### src/rtl/fft_bitrev_reorder.sv
// Ping-pong reorder buffer: captures N-sample frames in arrival order and replays them bit-reversed.
// Optional macro FFT_REORDER_BYPASS_EN adds a per-frame `bypass` input selecting natural-order readout.
module fft_bitrev_reorder #(
  parameter int DATA_WIDTH = 32,
  parameter int LOG2_N     = 6
) (
  input  logic                  clk,
  input  logic                  rst,
`ifdef FFT_REORDER_BYPASS_EN
  input  logic                  bypass,
`endif
  input  logic                  in_valid,
  input  logic                  in_sof,
  input  logic [DATA_WIDTH-1:0] in_data,
  output logic                  out_valid,
  input  logic                  out_ready,
  output logic [DATA_WIDTH-1:0] out_data,
  output logic                  out_last,
  output logic                  ovf
);

  localparam int N = 1 << LOG2_N;

  typedef logic [LOG2_N-1:0] idx_t;
  typedef enum logic {IDLE, READ} state_t;

  logic [DATA_WIDTH-1:0] mem [2*N];
  logic [1:0]            full;
  logic [1:0]            full_set;
  logic [1:0]            full_clr;
  logic                  wr_bank;
  logic                  rd_bank;
  idx_t                  wr_cnt;
  idx_t                  rd_cnt;
  idx_t                  wr_addr;
  idx_t                  rd_addr;
  logic                  wr_accept;
  logic                  wr_last;
  logic                  rd_load;
  logic                  rd_done;
  state_t                state;
  state_t                state_nxt;
`ifdef FFT_REORDER_BYPASS_EN
  logic                  bypass_q;
`endif

  function automatic idx_t bitrev(input idx_t k);
    idx_t r;
    r = '0;
    for (int i = 0; i < LOG2_N; i++) r[LOG2_N-1-i] = k[i];
    return r;
  endfunction

  // A bank is only written while not full and only read while full, so set and clear never hit the same bank.
  always_comb begin
    wr_accept = in_valid && !full[wr_bank];
    wr_addr   = in_sof ? '0 : wr_cnt;
    wr_last   = wr_accept && (wr_addr == idx_t'(N-1));
    full_set  = 2'b00;
    if (wr_last) full_set[wr_bank] = 1'b1;
    full_clr  = 2'b00;
    if (rd_done) full_clr[rd_bank] = 1'b1;
`ifdef FFT_REORDER_BYPASS_EN
    rd_addr   = bypass_q ? rd_cnt : bitrev(rd_cnt);
`else
    rd_addr   = bitrev(rd_cnt);
`endif
  end

  always_ff @(posedge clk) begin
    if (wr_accept) mem[{wr_bank, wr_addr}] <= in_data;
  end

  always_ff @(posedge clk or posedge rst) begin
    if (rst) state <= IDLE;
    else     state <= state_nxt;
  end

  always_comb begin
    state_nxt = state;
    rd_load   = 1'b0;
    rd_done   = 1'b0;
    case (state)
      IDLE: if (full[rd_bank]) state_nxt = READ;
      READ: begin
        if (!out_valid || out_ready) begin
          rd_load = 1'b1;
          if (rd_cnt == idx_t'(N-1)) begin
            rd_done   = 1'b1;
            state_nxt = IDLE;
          end
        end
      end
      default: state_nxt = IDLE;
    endcase
  end

  always_ff @(posedge clk or posedge rst) begin
    if (rst) begin
      wr_bank   <= 1'b0;
      rd_bank   <= 1'b0;
      wr_cnt    <= '0;
      rd_cnt    <= '0;
      full      <= 2'b00;
      ovf       <= 1'b0;
      out_valid <= 1'b0;
      out_last  <= 1'b0;
      out_data  <= '0;
`ifdef FFT_REORDER_BYPASS_EN
      bypass_q  <= 1'b0;
`endif
    end else begin
      full <= (full | full_set) & ~full_clr;
      if (wr_accept) begin
        if (wr_last) begin
          wr_cnt  <= '0;
          wr_bank <= ~wr_bank;
        end else begin
          wr_cnt  <= wr_addr + 1'b1;
        end
      end
      if (in_valid && full[wr_bank]) ovf <= 1'b1;
      if (state == IDLE && full[rd_bank]) begin
        rd_cnt   <= '0;
`ifdef FFT_REORDER_BYPASS_EN
        bypass_q <= bypass;
`endif
      end
      // The output register only advances when empty or being consumed, which keeps it stable under stall.
      if (rd_load) begin
        out_data  <= mem[{rd_bank, rd_addr}];
        out_valid <= 1'b1;
        out_last  <= (rd_cnt == idx_t'(N-1));
        rd_cnt    <= rd_cnt + 1'b1;
        if (rd_done) rd_bank <= ~rd_bank;
      end else if (out_valid && out_ready) begin
        out_valid <= 1'b0;
        out_last  <= 1'b0;
      end
    end
  end

endmodule

### config.mk
export PLATFORM = sky130hd
export DESIGN_NAME = fft_bitrev_reorder
export DESIGN_NICKNAME = d
export VERILOG_FILES = /design/src/rtl/fft_bitrev_reorder.sv
export SDC_FILE = /design/constraint.sdc
export NUM_CORES = 2
export LEC_CHECK = 0
export CORE_UTILIZATION = 44
export DETAILED_ROUTE_END_ITERATION = 8
export GPL_ROUTABILITY_DRIVEN = 1
export PLACE_DENSITY = 0.6
export SYNTH_ARGS = -nofsm -noshare
export SYNTH_HDL_FRONTEND = slang
export SYNTH_SLANG_ARGS = --single-unit
### constraint.sdc
create_clock -name clk -period 3.6 [get_ports clk]
set_clock_uncertainty 0.05 [all_clocks]
set_input_delay 0.72 -clock clk [delete_from_list [all_inputs] [get_ports clk]]
set_output_delay 0.72 -clock clk [all_outputs]
set_load 0.005 [all_outputs]
[After elaboration in Yosys (flattened, before gate mapping)]
Memory sizes are Yosys's and may differ from the RTL's. A register that Yosys moved wholly into a read port is not among the register bits.
Index checks and enable logic that the tools add are counted.
Word-level totals
  register bits after elaboration: 20
  memory bits (writable): 4096
  input bits: 37
  word-level logic and storage cells: 66
  memories: 1
Memories
  mem: depth 128, bits a word 32, rd ports 1, clocked after memory_dff 1, write ports 1, line 27  | logic [DATA_WIDTH-1:0] mem [2*N];
Operators by class
  add/sub/neg operators: 2
  magnitude comparators: 4
  equal/unequal tests: 2
  mux-type cells: 28
  bitwise operators: 6
  reductions and logical operators: 14
Operator list (number)
  $mux W6: 4
  $mux W1: 19
  $add A6 B1 Y6 const B: 2
  $eq A6 B6 Y1 const B: 2
  $logic_and A1 B1 Y1: 7
  $lt A1 B2 Y1 const B: 2
  $mux W2: 2
  $reduce_and A2 Y1: 2
  $reduce_bool A2 Y1: 2
  $not A1 Y1: 3
  $and A2 B2 Y2: 1
  $demux W1 S1: 2
  $ge A1 B1 Y1 const B: 2
  $logic_not A1 Y1: 2
  $not A2 Y2: 1
  $or A2 B2 Y2: 1
  $pmux W1 S2: 1
  $logic_or A1 B1 Y1: 1

[Depth between registers and ports, before layout]
  depth after elaboration: 8
  gate-level depth with buffers: 12

[Worst setup path before layout]
Ideal clock, no wire load.
  kind: input-to-reg
  start point: input port in_sof
  end point: memory mem[69][0] (enable)
  library setup time: 0.421 ns
  arrival time: 2.986 ns
  data required time: 3.129 ns
  setup slack: 0.143 ns
  stages on the path: 5
  buffers on the path: 2
  cell sequence: clkbuf_1 > nor3b_1 > nand3_1 > clkbuf_1 > nor2_1
Between the ends
  word-level cells in the longest chain between the ends: 1
RTL lines
  start: declaration: line 13  | input logic in_sof,
  $mux W6: line 57  | wr_addr = in_sof ? '0 : wr_cnt;
  end: declaration: line 27
No other way between the ends.

==> impl_metrics.ini <==
[sta]
finalCriticalPeriod_ps = 3520
fmax_mhz = 284
rsz0062_at_grt = false
max_slew_margin_pct = 28.7
finalSetupViolations = 0
worstMarginPinSlew_ps = 1070
slew_violations = 0
period_share_pct = 97.6
hold_ws_ps = 70.3
hold_viol = 0

[detailed_routing]
wl_mm = 443
drtAntennaViolNets = 0
drc = 0
drt_iter0_drc = 10300
wl_per_cell_um = 35.5
viasPerCell = 6.09
vias = 76000
first_pass_iters = 5

[worst_setup_path]
critPathArrivalTime_ps = 4310
crit_path_start_kind = flop
critPathMaxStageDelay_ps = 600
cp_data_required_time_ps = 4390
crit_path_end_kind = flop
crit_top_cell = buf_12
cp_max_fo = 37
crit_chain = buf_12, buf_12, buf_12, buf_12, mux4_2, mux2i_1, buf_4, o22ai_1, nor3_1, buf_4, a32oi_1
cp_slowest_cell = dfrtp_4
path_class = flop to flop

[yosys]
synthArstFlopShare_pct = 1.25
ys_seq_area_share_pct = 78.5
ys_ff_latch = 4148
syn-mean-instance-area_um2 = 23.9
netlist_instances = 6631
dominantRegCellSynth = edfxtp_1
synth_edf_count = 4096
syn_nets = 6670
ys_warn_count = 0
ys_types = 50
synthesis.area_um2 = 158000

[floorplanning]
die_area_um2 = 362000
ioPinCount = 72
core_area_um2 = 357000
die_h_um = 602
die_w_um = 602
initial_core_util_pct = 44.4
rows = 219

[final_layout]
nNetsFinal = 7406
drive_gt1_share_pct = 32.8
area_growth_pct = 17.0

[clock_tree]
cts.path.max_buffers = 4
root_buffer = clkbuf_16
clkLatencyLatePin_ps = 980
numCtsBuffers = 424
h-tree-depth = 5
tritoncts = done
clk_pin_slew_worst_paths_ps = 70
cts_sinks = 4148

[grt]
antenna_found_initial = 39
grt-ovfl-total = 0
grt_util_all_layers_pct = 24.4
grt_pass1_vias = 76800
grt_max_degree = 129
grt_pass1_wl_mm = 616

[power]
p_leak_nw = 55.6
irDropWorstVdd_v = 0.000446
power.total_mw = 112
power.density_nw_per_um2 = 604

[placed_design]
dp_hpwl_mm = 265
io_buffers = 71
gp_congestion = 0.928

[hold_path]
worstHoldPathType = primary input to flop

[outcome]
status = finished, final reports clean

[job]
drv_cap = 0
[through the flow]
step	setup TNS (ps)	setup slack, ps	std cells	util (%)	cell area (um^2)
3_3_place_gp	-4730	-468	11700	48.2	172000
2_1_floorplan	0	143	6631	-	158000
6_report	0	84.8	12500	51.9	185000
4_1_cts	0	5.37	12500	51.9	185000
3_5_place_dp	-3440	-390	11700	48.2	172000
5_1_grt	0	43.5	12500	51.9	185000
[registers in the layout, indices dropped and copies added (netlist names)]
signal / count
state: 1
mem: 4096
rd_cnt: 6
wr_bank: 1
ovf: 1
out_last: 1
full: 2
out_data: 32
wr_cnt: 6
rd_bank: 1
out_valid: 1
[final cells by class]
type	instances	area, um^2
sequential	4148	124000
antenna	10	25.0
inverter	5	18.8
clock inverter	256	2230
multi-input combinational	2111	33300
tap	4751	5940
clock buffer	524	11100
fill	27200	172000
timing repair buffer	677	8500
[power by group]
part	leakage [nW]	internal, mW	switching, mW	total (mW)
Sequential	37.4	53.3	0.859	54.2
Clock	6.50	24.1	18.4	42.5
Combinational	11.7	5.80	9.43	15.2
[cells by family (layout without fill, tap and decap cells)]
kind of cell    count (synthesis)  after routing  share of synthesized area (%)
simple gates                  319            319                          0.879
xor+xnor                        3              3                         0.0166
compound gates                364            364                           1.54
fa+ha+maj                       2              2                         0.0158
other cells                     0             10                              0
flops                        4148           4148                           78.5
mux                          1423           1423                           17.9
buf+inv                       372           1462                           1.19
[layer usage]
layer | up-vias | GRT usage, % | routed length [um]
met5 | - | 0 | 31
met4 | 4 | 8.91 | 18100
met3 | 636 | 4.95 | 40100
met2 | 3661 | 38.8 | 213000
met1 | 41500 | 33.5 | 172000
li1 | 30200 | - | -
[synth_stat cells, types with 17 or more instances]
cell type  number  area (um^2)
o22ai_1       101          632
nor3_1         29          145
edfxtp_1     4096       123000
a22oi_1        52          390
buf_4          55          413
mux2_2         34          383
o211ai_1       19          143
buf_6          21          236
a21oi_1        63          315
nand3_1        17         85.1
nor2_1        173          649
dfrtp_1        52         1300
mux4_2       1122        25300
buf_1          49          184
clkbuf_1      140          526
nand2_1        58          218
mux2i_1       267         2670
o21ai_0        35          175
buf_2         102          510
[worst paths after layout]
check,startpoint,endpoint,slack (ps),depth (start not counted)
setup / recovery,rd_cnt[4],out_data[9],80,11
setup reg to reg,rd_cnt[4],out_data[9],80,11
max in group asynchronous,rst,rd_cnt[4],2430,4
min in group asynchronous,rst,ovf,550,4
hold reg to reg,ovf,ovf,440,1
hold / removal,in_data[2],mem[64][2],70,1
[cell usage in the layout, fill, tap and decap left out, drive strengths merged, types with 3 or more instances in the layout]
master / Yosys / routed
a31oi: 6 / 6
a221oi: 16 / 16
a22o: 6 / 6
nor2: 173 / 173
clkinv: 1 / 199
clkdlybuf4s50: 0 / 39
dfrtp: 52 / 52
clkbuf: 140 / 524
nor3: 29 / 29
o211a: 13 / 13
nand2: 58 / 58
a32oi: 14 / 14
o21ai: 43 / 43
nand4: 3 / 3
mux2i: 267 / 267
and2: 6 / 6
nor2b: 13 / 13
mux4: 1122 / 1122
edfxtp: 4096 / 4096
inv: 4 / 19
nand2b: 5 / 5
diode: 0 / 10
a22oi: 52 / 52
buf: 227 / 636
nand3: 17 / 17
o32a: 6 / 6
clkinvlp: 0 / 12
o211ai: 19 / 19
nor4bb: 7 / 7
o32ai: 4 / 4
mux2: 34 / 34
a211oi: 11 / 11
a21oi: 63 / 63
bufinv: 0 / 31
o22ai: 101 / 101
[timing repair]
action / 4_1_cts / 5_1_grt
pin swaps: 0 / 0
hold endpoints to repair: 4 / 0
resized for setup: 6 / 3
setup buffers: 1 / 0
setup endpoints to repair: 7 / 2
hold buffers: 2 / 0
[worst max-delay path, delay by kind of cell (launching register included)]
kind / cells / cell delay [ps]
buffers and inverters: 6 / 1350
flip-flops: 1 / 600
multiplexers: 2 / 500
AND/OR/NAND/NOR: 1 / 490
AO/OA/AOI/OAI: 2 / 310
No activity file was read; power rests on OpenSTA's default activity.
